===== src/rtl/knn_pkg.sv =====
// ============================================================================
// knn_pkg : shared types, widths and helpers for the k-NN pipeline blocks
// Rev 1.0 : initial release
// ============================================================================
`default_nettype none

package knn_pkg;

  localparam int KNN_WIDE         = 48;
  localparam int KNN_DATA_WIDE    = 3;
  localparam int SAMPLE_W         = KNN_WIDE + KNN_DATA_WIDE;
  localparam int KNN_COM_NUM      = 600;
  localparam int KNN_ADDR_W       = 11;
  localparam int KNN_DRAIN_CYCLES = 8;
  localparam int CSUM_W           = 16;

  // Counter width able to hold the value n; never narrower than one bit.
  function automatic int knn_cnt_w(input int n);
    return (n < 1) ? 1 : $clog2(n + 1);
  endfunction

  localparam int DRAIN_W = knn_cnt_w(KNN_DRAIN_CYCLES);

  typedef enum logic [1:0] {
    ST_IDLE   = 2'd0,
    ST_STREAM = 2'd1,
    ST_DRAIN  = 2'd2,
    ST_DONE   = 2'd3
  } knn_state_e;

endpackage

`default_nettype wire


===== src/rtl/knn_feeder_rdpipe.sv =====
// ============================================================================
// knn_feeder_rdpipe : aligns valid/sof/eof with the 1-cycle sample memory read
// Rev 1.0 : initial release
// ============================================================================
`default_nettype none

module knn_feeder_rdpipe
  import knn_pkg::*;
#(
  parameter int SW = SAMPLE_W
) (
  input  logic          clk,
  input  logic          rst_n,
  input  logic          i_flush,
  input  logic          i_valid,
  input  logic          i_sof,
  input  logic          i_eof,
  input  logic [SW-1:0] i_rdata,
  output logic [SW-1:0] o_data,
  output logic          o_valid,
  output logic          o_sof,
  output logic          o_eof
);

  logic r_valid;
  logic r_sof;
  logic r_eof;

  always_ff @(posedge clk or negedge rst_n) begin
    if (!rst_n) begin
      r_valid <= 1'b0;
      r_sof   <= 1'b0;
      r_eof   <= 1'b0;
    end else if (i_flush) begin
      r_valid <= 1'b0;
      r_sof   <= 1'b0;
      r_eof   <= 1'b0;
    end else begin
      r_valid <= i_valid;
      r_sof   <= i_sof;
      r_eof   <= i_eof;
    end
  end

  // The memory's own output register is the data stage; gating keeps idle cycles at zero.
  assign o_data  = r_valid ? i_rdata : '0;
  assign o_valid = r_valid;
  assign o_sof   = r_sof;
  assign o_eof   = r_eof;

endmodule

`default_nettype wire


===== src/rtl/knn_sample_feeder.sv =====
// ============================================================================
// knn_sample_feeder : latches a query and streams COM_NUM training samples
// Optional: KNN_FEEDER_CHECKSUM_EN adds a running 16-bit sample checksum.
// Rev 1.0 : initial release
// ============================================================================
`default_nettype none

module knn_sample_feeder
  import knn_pkg::*;
#(
  parameter int WIDE         = KNN_WIDE,
  parameter int DATA_WIDE    = KNN_DATA_WIDE,
  parameter int COM_NUM      = KNN_COM_NUM,
  parameter int ADDR_W       = KNN_ADDR_W,
  parameter int DRAIN_CYCLES = KNN_DRAIN_CYCLES
) (
  input  logic                      clk,
  input  logic                      rst_n,
  input  logic                      i_start,
  input  logic                      i_abort,
  input  logic [WIDE-1:0]           i_query,
  output logic                      o_mem_en,
  output logic [ADDR_W-1:0]         o_mem_addr,
  input  logic [WIDE+DATA_WIDE-1:0] i_mem_rdata,
  output logic [WIDE-1:0]           o_feature,
  output logic [WIDE+DATA_WIDE-1:0] o_train_data,
  output logic                      o_sample_valid,
  output logic                      o_sof,
  output logic                      o_eof,
  output logic                      o_busy,
  output logic                      o_done
`ifdef KNN_FEEDER_CHECKSUM_EN
  ,
  output logic [CSUM_W-1:0]         o_csum
`endif
);

  localparam int SW = WIDE + DATA_WIDE;
  localparam int DW = knn_cnt_w(DRAIN_CYCLES);
  localparam logic [ADDR_W-1:0] c_last_addr  = ADDR_W'(COM_NUM - 1);
  localparam logic [DW-1:0]     c_drain_last = DW'(DRAIN_CYCLES);

  knn_state_e        r_state;
  logic              r_mem_en;
  logic [ADDR_W-1:0] r_addr;
  logic [DW-1:0]     r_drain_cnt;
  logic [WIDE-1:0]   r_feature;
  logic              r_busy;
  logic              r_done;

  logic              w_accept;
  logic              w_flush;
  logic              w_sof;
  logic              w_eof;
  logic [SW-1:0]     w_train_data;
  logic              w_valid;

  assign w_accept = (r_state == ST_IDLE) && i_start;
  assign w_flush  = (r_state != ST_IDLE) && i_abort;
  assign w_sof    = r_mem_en && (r_addr == '0);
  assign w_eof    = r_mem_en && (r_addr == c_last_addr);

  // Abort outranks every transition; in IDLE it is a no-op.
  always_ff @(posedge clk or negedge rst_n) begin
    if (!rst_n) begin
      r_state     <= ST_IDLE;
      r_mem_en    <= 1'b0;
      r_addr      <= '0;
      r_drain_cnt <= '0;
      r_feature   <= '0;
      r_busy      <= 1'b0;
      r_done      <= 1'b0;
    end else if (w_flush) begin
      r_state     <= ST_IDLE;
      r_mem_en    <= 1'b0;
      r_addr      <= '0;
      r_drain_cnt <= '0;
      r_busy      <= 1'b0;
      r_done      <= 1'b0;
    end else begin
      case (r_state)
        ST_IDLE: begin
          if (w_accept) begin
            r_feature <= i_query;
            r_mem_en  <= 1'b1;
            r_addr    <= '0;
            r_busy    <= 1'b1;
            r_state   <= ST_STREAM;
          end
        end
        ST_STREAM: begin
          if (r_addr == c_last_addr) begin
            r_mem_en    <= 1'b0;
            r_addr      <= '0;
            r_drain_cnt <= '0;
            r_state     <= ST_DRAIN;
          end else begin
            r_addr <= r_addr + 1'b1;
          end
        end
        // DRAIN is entered on the eof cycle, so DRAIN_CYCLES extra cycles follow it.
        ST_DRAIN: begin
          if (r_drain_cnt == c_drain_last) begin
            r_done  <= 1'b1;
            r_state <= ST_DONE;
          end else begin
            r_drain_cnt <= r_drain_cnt + 1'b1;
          end
        end
        ST_DONE: begin
          r_done  <= 1'b0;
          r_busy  <= 1'b0;
          r_state <= ST_IDLE;
        end
        default: r_state <= ST_IDLE;
      endcase
    end
  end

  knn_feeder_rdpipe #(
    .SW (SW)
  ) u_rdpipe (
    .clk     (clk),
    .rst_n   (rst_n),
    .i_flush (w_flush),
    .i_valid (r_mem_en),
    .i_sof   (w_sof),
    .i_eof   (w_eof),
    .i_rdata (i_mem_rdata),
    .o_data  (w_train_data),
    .o_valid (w_valid),
    .o_sof   (o_sof),
    .o_eof   (o_eof)
  );

  assign o_mem_en       = r_mem_en;
  assign o_mem_addr     = r_addr;
  assign o_feature      = r_feature;
  assign o_train_data   = w_train_data;
  assign o_sample_valid = w_valid;
  assign o_busy         = r_busy;
  assign o_done         = r_done;

`ifdef KNN_FEEDER_CHECKSUM_EN
  logic [CSUM_W-1:0] r_csum;
  logic [CSUM_W-1:0] w_word;

  assign w_word = CSUM_W'(w_train_data);

  always_ff @(posedge clk or negedge rst_n) begin
    if (!rst_n) begin
      r_csum <= '0;
    end else if (w_accept) begin
      r_csum <= '0;
    end else if (w_valid) begin
      r_csum <= r_csum + w_word;
    end
  end

  assign o_csum = r_csum;
`endif

endmodule

`default_nettype wire

===== config.mk =====
export PLATFORM = sky130hd
export DESIGN_NAME = knn_sample_feeder
export DESIGN_NICKNAME = d
export VERILOG_FILES = /design/src/rtl/knn_pkg.sv /design/src/rtl/knn_feeder_rdpipe.sv /design/src/rtl/knn_sample_feeder.sv
export SDC_FILE = /design/constraint.sdc
export NUM_CORES = 1
export LEC_CHECK = 0
export CORE_UTILIZATION = 40
export DETAILED_ROUTE_END_ITERATION = 10
export PLACE_DENSITY = 0.95
export REMOVE_ABC_BUFFERS = 1
export SETUP_SLACK_MARGIN = 0.02
export SYNTH_ARGS = -nofsm -noshare
export SYNTH_HDL_FRONTEND = slang
export SYNTH_HIERARCHICAL = 1
export SYNTH_SLANG_ARGS = --single-unit

===== constraint.sdc =====
create_clock -name clk -period 4.41 [get_ports clk]
set_input_delay 0.6615 -clock clk [delete_from_list [all_inputs] [get_ports clk]]
set_output_delay 0.6615 -clock clk [all_outputs]
set_load 0.02 [all_outputs]

Word level (Yosys, flattened, before mapping)
Index checks and enable logic that the tools add are counted.
Storage, ports and cells
  register bits after elaboration: 71
  bits of input ports: 103
  output and inout port bits: 116
  logic and storage cells: 66
Cells by class
  add/sub/neg operators: 2
  equality and inequality tests: 9
  multiplexer cells: 26
  bitwise logic cells: 1
  reductions and logical operators: 18
Operators by type and width (number)
  51-bit 2-to-1 mux: 1
  11-bit 2-to-1 mux: 3
  11-bit one-hot mux with 2 select lines: 1
  4-bit 2-to-1 mux: 3
  3-bit by 2-bit != test with 1-bit output, second input constant: 4
  3-bit AND reduction: 4
  3-bit nonzero test: 4
  11-bit by 1-bit adder with 11-bit output, second input constant: 1
  11-bit by 10-bit equality test with 1-bit output, second input constant: 1
  11-bit logical NOT: 1
  1-bit 2-to-1 mux: 9
  2-bit 2-to-1 mux: 4
  2-bit one-hot mux with 4 select lines: 1
  4-bit one-hot mux with 2 select lines: 1
  1-bit one-hot mux with 2 select lines: 3
  2-bit AND reduction: 3
  4-bit by 1-bit adder with 4-bit output, second input constant: 1
  2-bit equality test, second input constant: 2
  4-bit equality test, second input constant: 1
  1-bit logical AND: 4
  2-bit by 1-bit equality test with 1-bit output, second input constant: 1
  2-bit logical NOT: 1
  2-bit nonzero test: 1
  1-bit inverter: 1

Longest topological paths before layout
  depth in word-level cells: 5
  depth in mapped cells: 7
  depth with buffers taken out: 7

Modules after synthesis
Netlist, hierarchy kept.
Modules (own cells, without submodules)
  knn_sample_feeder: instances 1, cells each 233, area an instance 2942.8 um2, sequential area each 1701.6 um2
  knn_feeder_rdpipe: instances 1, cells each 62, area an instance 501.7 um2, sequential area each 75.1 um2

Worst setup path before layout
OpenSTA, ideal clock, no wires.
  path type: register to register
  start point: register r_addr[3] (netlist: o_mem_addr[3])
  end point: register r_drain_cnt[3]
  library setup time: 0.069 ns
  arrival: 2.073 ns
  data required time: 4.341 ns
  setup slack: 2.268 ns
  stages on the path, launching flop included: 6
  buffers on the path: 0
  period minus slack after synthesis: 2.142 ns
  path through: dfrtp_1 -> or4_4 -> nor4_4 -> o22ai_2 -> or4_1 -> nand3_1
Between the ends
  longest elaborated chain between the ends: 3
Ends and longest elaborated chain
  start: declaration: RTL line knn_sample_feeder.sv:45  | logic [ADDR_W-1:0] r_addr;
  start signal: assignment: RTL line knn_sample_feeder.sv:98  | r_addr <= r_addr + 1'b1;
  11-bit by 10-bit equality test with 1-bit output: RTL line knn_sample_feeder.sv:92  | if (r_addr == c_last_addr) begin
  3-bit by 2-bit != test with 1-bit output (no source line)
  3-bit AND reduction (no source line)
  end signal: assignment: RTL line knn_sample_feeder.sv:107  | r_drain_cnt <= r_drain_cnt + 1'b1;
  end: declaration: RTL line knn_sample_feeder.sv:46  | logic [DW-1:0] r_drain_cnt;
No other way between the ends.
A chain may end at the register's enable or synchronous reset.

Worst setup path in the final report
  start point: register u_rdpipe.r_valid (netlist: u_rdpipe/o_valid)
  end point: output port o_train_data[49]
Between the ends
  longest elaborated chain between the ends: 1
Ends and longest elaborated chain
  start: declaration: RTL line knn_feeder_rdpipe.sv:25  | logic r_valid;
  start signal: assignment: RTL line knn_feeder_rdpipe.sv:39  | r_valid <= i_valid;
  51-bit 2-to-1 mux: RTL line knn_feeder_rdpipe.sv:46  | assign o_data = r_valid ? i_rdata : '0;
  end: declaration: RTL line knn_sample_feeder.sv:26  | output logic [WIDE+DATA_WIDE-1:0] o_train_data,
No other way between the ends.

==> flow_summary.ini <==
[outcome]
outcome = finished, final reports clean

[timing]
finalSetupViolations = 0
fmax_mhz = 337
maxSlewViolCount = 0
clock_skew_ns = 0.00628
fin_crit_ns = 2.97
tightest_slew_ns = 1.13
slew_headroom_pct = 24.4
final.period_utilization_pct = 67.3
rsz0062_at_grt = false
hold_violations = 0
tns_ns = 0
whs_ns = 0.370
fin_ws_ns = 1.44

[detailed_routing]
m1WireLength_um = 4160
wire_per_inst_um = 16.8
wl_met3_um = 782
wl_met2_um = 5340
totalWireLength_um = 10500
drt_iter0_markers = 75
dr.pass1.iters = 4
vias_per_cell = 4.89
ant_nets = 0
drc = 0
dr.max_layer_used = met5
vias = 3051

[global_route]
antenna_found_initial = 1
grt_pass1_wl_um = 15500
grt_max_degree = 53
track_usage_pct = 22.8
first_global_vias = 3012
overflow = 0

[clock_tree]
htreeDepth = 3
hold_buffers = 0
cts_tree = built
clock_path_buffers = 2
numCtsBuffers = 9
cts_root_buffer = clkbuf_8
cts_setup_buffers = 0
clk_pin_slew_worst_paths_ns = 0.08
clk_latency_ns = 0.34
cts.sinks = 71
cts_resized = 0

[layout]
num_antenna_cells = 0
layout_common_cells = 217 x clkdlybuf4s50_1, 71 x dfrtp_1, 51 x and2_2
post-route-util_pct = 71.5
multi_input_area_um2 = 1590
final_nets = 626
ff_latch_area_um2 = 1780
nFillCells = 585
drive_above_1_share_pct = 23.1
fin_cells = 624
design_area_um2 = 5910
syn_to_final_growth_pct = 71.4
layout_commonest_cell = clkdlybuf4s50_1

[placement]
port_buffers = 218
place_ws_ns = 1.75
dpl.hpwl_um = 7980
place_congestion = 0.831
placed_area_um2 = 5720
placed_cells = 609

[setup_path]
end_kind = output port
criticalPathCategory = register to output port
worstPathCellList = and2_2, clkdlybuf4s50_1
slowest_delay_ns = 1.02
worst-path-buf-inv = 1
crit_arrival_ns = 2.31
slowest_stage = dfrtp_1
cp_top_family = flip-flops
setup.worst_path.start = u_rdpipe/o_valid
worst-path-max-fanout = 52
critPathRequiredTime_ns = 3.75
start_kind = register
r2r-start = o_mem_addr[3]

[logic_synthesis]
ys_seq_elements = 71
syn_area_per_cell_um2 = 11.7
postSynthCellCount = 295
yosys.area.top_type = dfrtp_1
ys_types = 35
ys_warn_count = 6
yosysTopAreaCellShare_pct = 51.6
synth_area_leaders = dfrtp_1 52%, mux2_2 16%, and2_2 11%
synth.yosys.seq_area_share_pct = 51.6
syn_area_um2 = 3440

[floorplanning]
die_width_um = 94.8
core_area_um2 = 8260
num_io_pins = 219
die_area_um2 = 8990
initial_core_util_pct = 41.7
fp.dieH_um = 94.8
num_rows = 33

[power_and_ir_drop]
pwr-share-seq_pct = 30.2
clkPwrFrac_pct = 13.5
p_per_area_nw_per_um2 = 618
p_sw_share_pct = 38.5
power_mw = 3.65
p_sw_mw = 1.40
vdd_ir_drop_max_mv = 0.362
p_comb_share_pct = 56.3
p_int_mw = 2.25
leakage_nw = 2.48

[min_path]
hold_path_class = input pin to async pin

[job]
drv_cap = 0
-- per-layer routing --
metal | vias up | global-route usage [%]
met3 | 20 | 7.33
li1 | 1433 | -
met1 | 1474 | 26.6
met5 | - | 0
met2 | 122 | 40.0
met4 | 2 | 6.69
-- worst register-to-register path: cells and delay by family (launching register included) --
family | cells | cell delay, ns
DFF | 1 | 0.43
and+or+nand+nor | 5 | 1.74
-- cells in the mapped netlist --
library cell	number
nor3_1	6
nor4_4	1
nor4_1	1
dfrtp_1	71
nor2_1	18
o21bai_1	1
a21oi_1	2
o22ai_1	1
or4_1	1
nand4_1	1
ha_1	8
a21o_1	1
inv_1	11
nand2b_1	2
or4_4	1
and3_1	2
and2_0	1
nand3b_1	1
mux2_2	48
o32a_1	1
a22o_1	2
mux2i_1	3
and2_2	51
nand2_1	17
xor2_1	1
o21ai_0	5
o31ai_1	2
nor2b_1	3
clkbuf_2	5
xnor2_1	7
or3_1	2
clkbuf_1	5
o22ai_2	1
nand3_1	11
a221oi_1	1
-- power groups by stage --
stage               logic, mW  clock network [mW]  registers (mW)
CTS                      2.07               0.504            1.10
global placement         2.01                   0            1.09
finish                   2.05               0.494            1.10
floorplan               0.764                   0            1.40
global route             2.18               0.527            1.15
detailed placement       2.06                   0            1.11
-- state kept, by name (all words and copies together) (netlist names) --
signal / count
o_mem_en: 1
u_rdpipe/o_eof: 1
o_done: 1
u_rdpipe/o_sof: 1
o_mem_addr: 11
r_state: 2
o_feature: 48
r_drain_cnt: 4
o_busy: 1
u_rdpipe/o_valid: 1
-- logic make-up (layout without fill, tap and decap cells) --
group           Yosys count  in the layout  share of synthesized area, %
xor+xnor                  8              8                          2.03
mux                      51             51                          16.6
simple gates            119            119                          21.0
buf+inv                  21            245                          2.47
compound gates           17             17                          3.49
flops                    71             71                          51.6
fa+ha+maj                 8              8                          2.91
-- worst paths after layout --
path                            depth (start not counted)  slack (ns)               end
worst max register to register                          5        2.10    o_mem_addr[10]
min in group clk                                        1        0.51     o_feature[30]
max in group asynchronous                               2        3.05     o_feature[47]
worst max-delay path                                    2        1.44  o_train_data[49]
worst min register to register                          1        0.51     o_feature[30]
worst min-delay path                                    1        0.37     o_feature[19]
-- area by class of cell --
class,instances,share of cell area [%]
Clock buffer,9,2.10
Clock inverter,6,1.06
Inverter,11,0.699
Multi-Input combinational cell,203,26.8
Sequential cell,71,30.1
Tap cell,105,2.22
Timing Repair Buffer,219,37.0
Power figures use the tool's default switching activity.
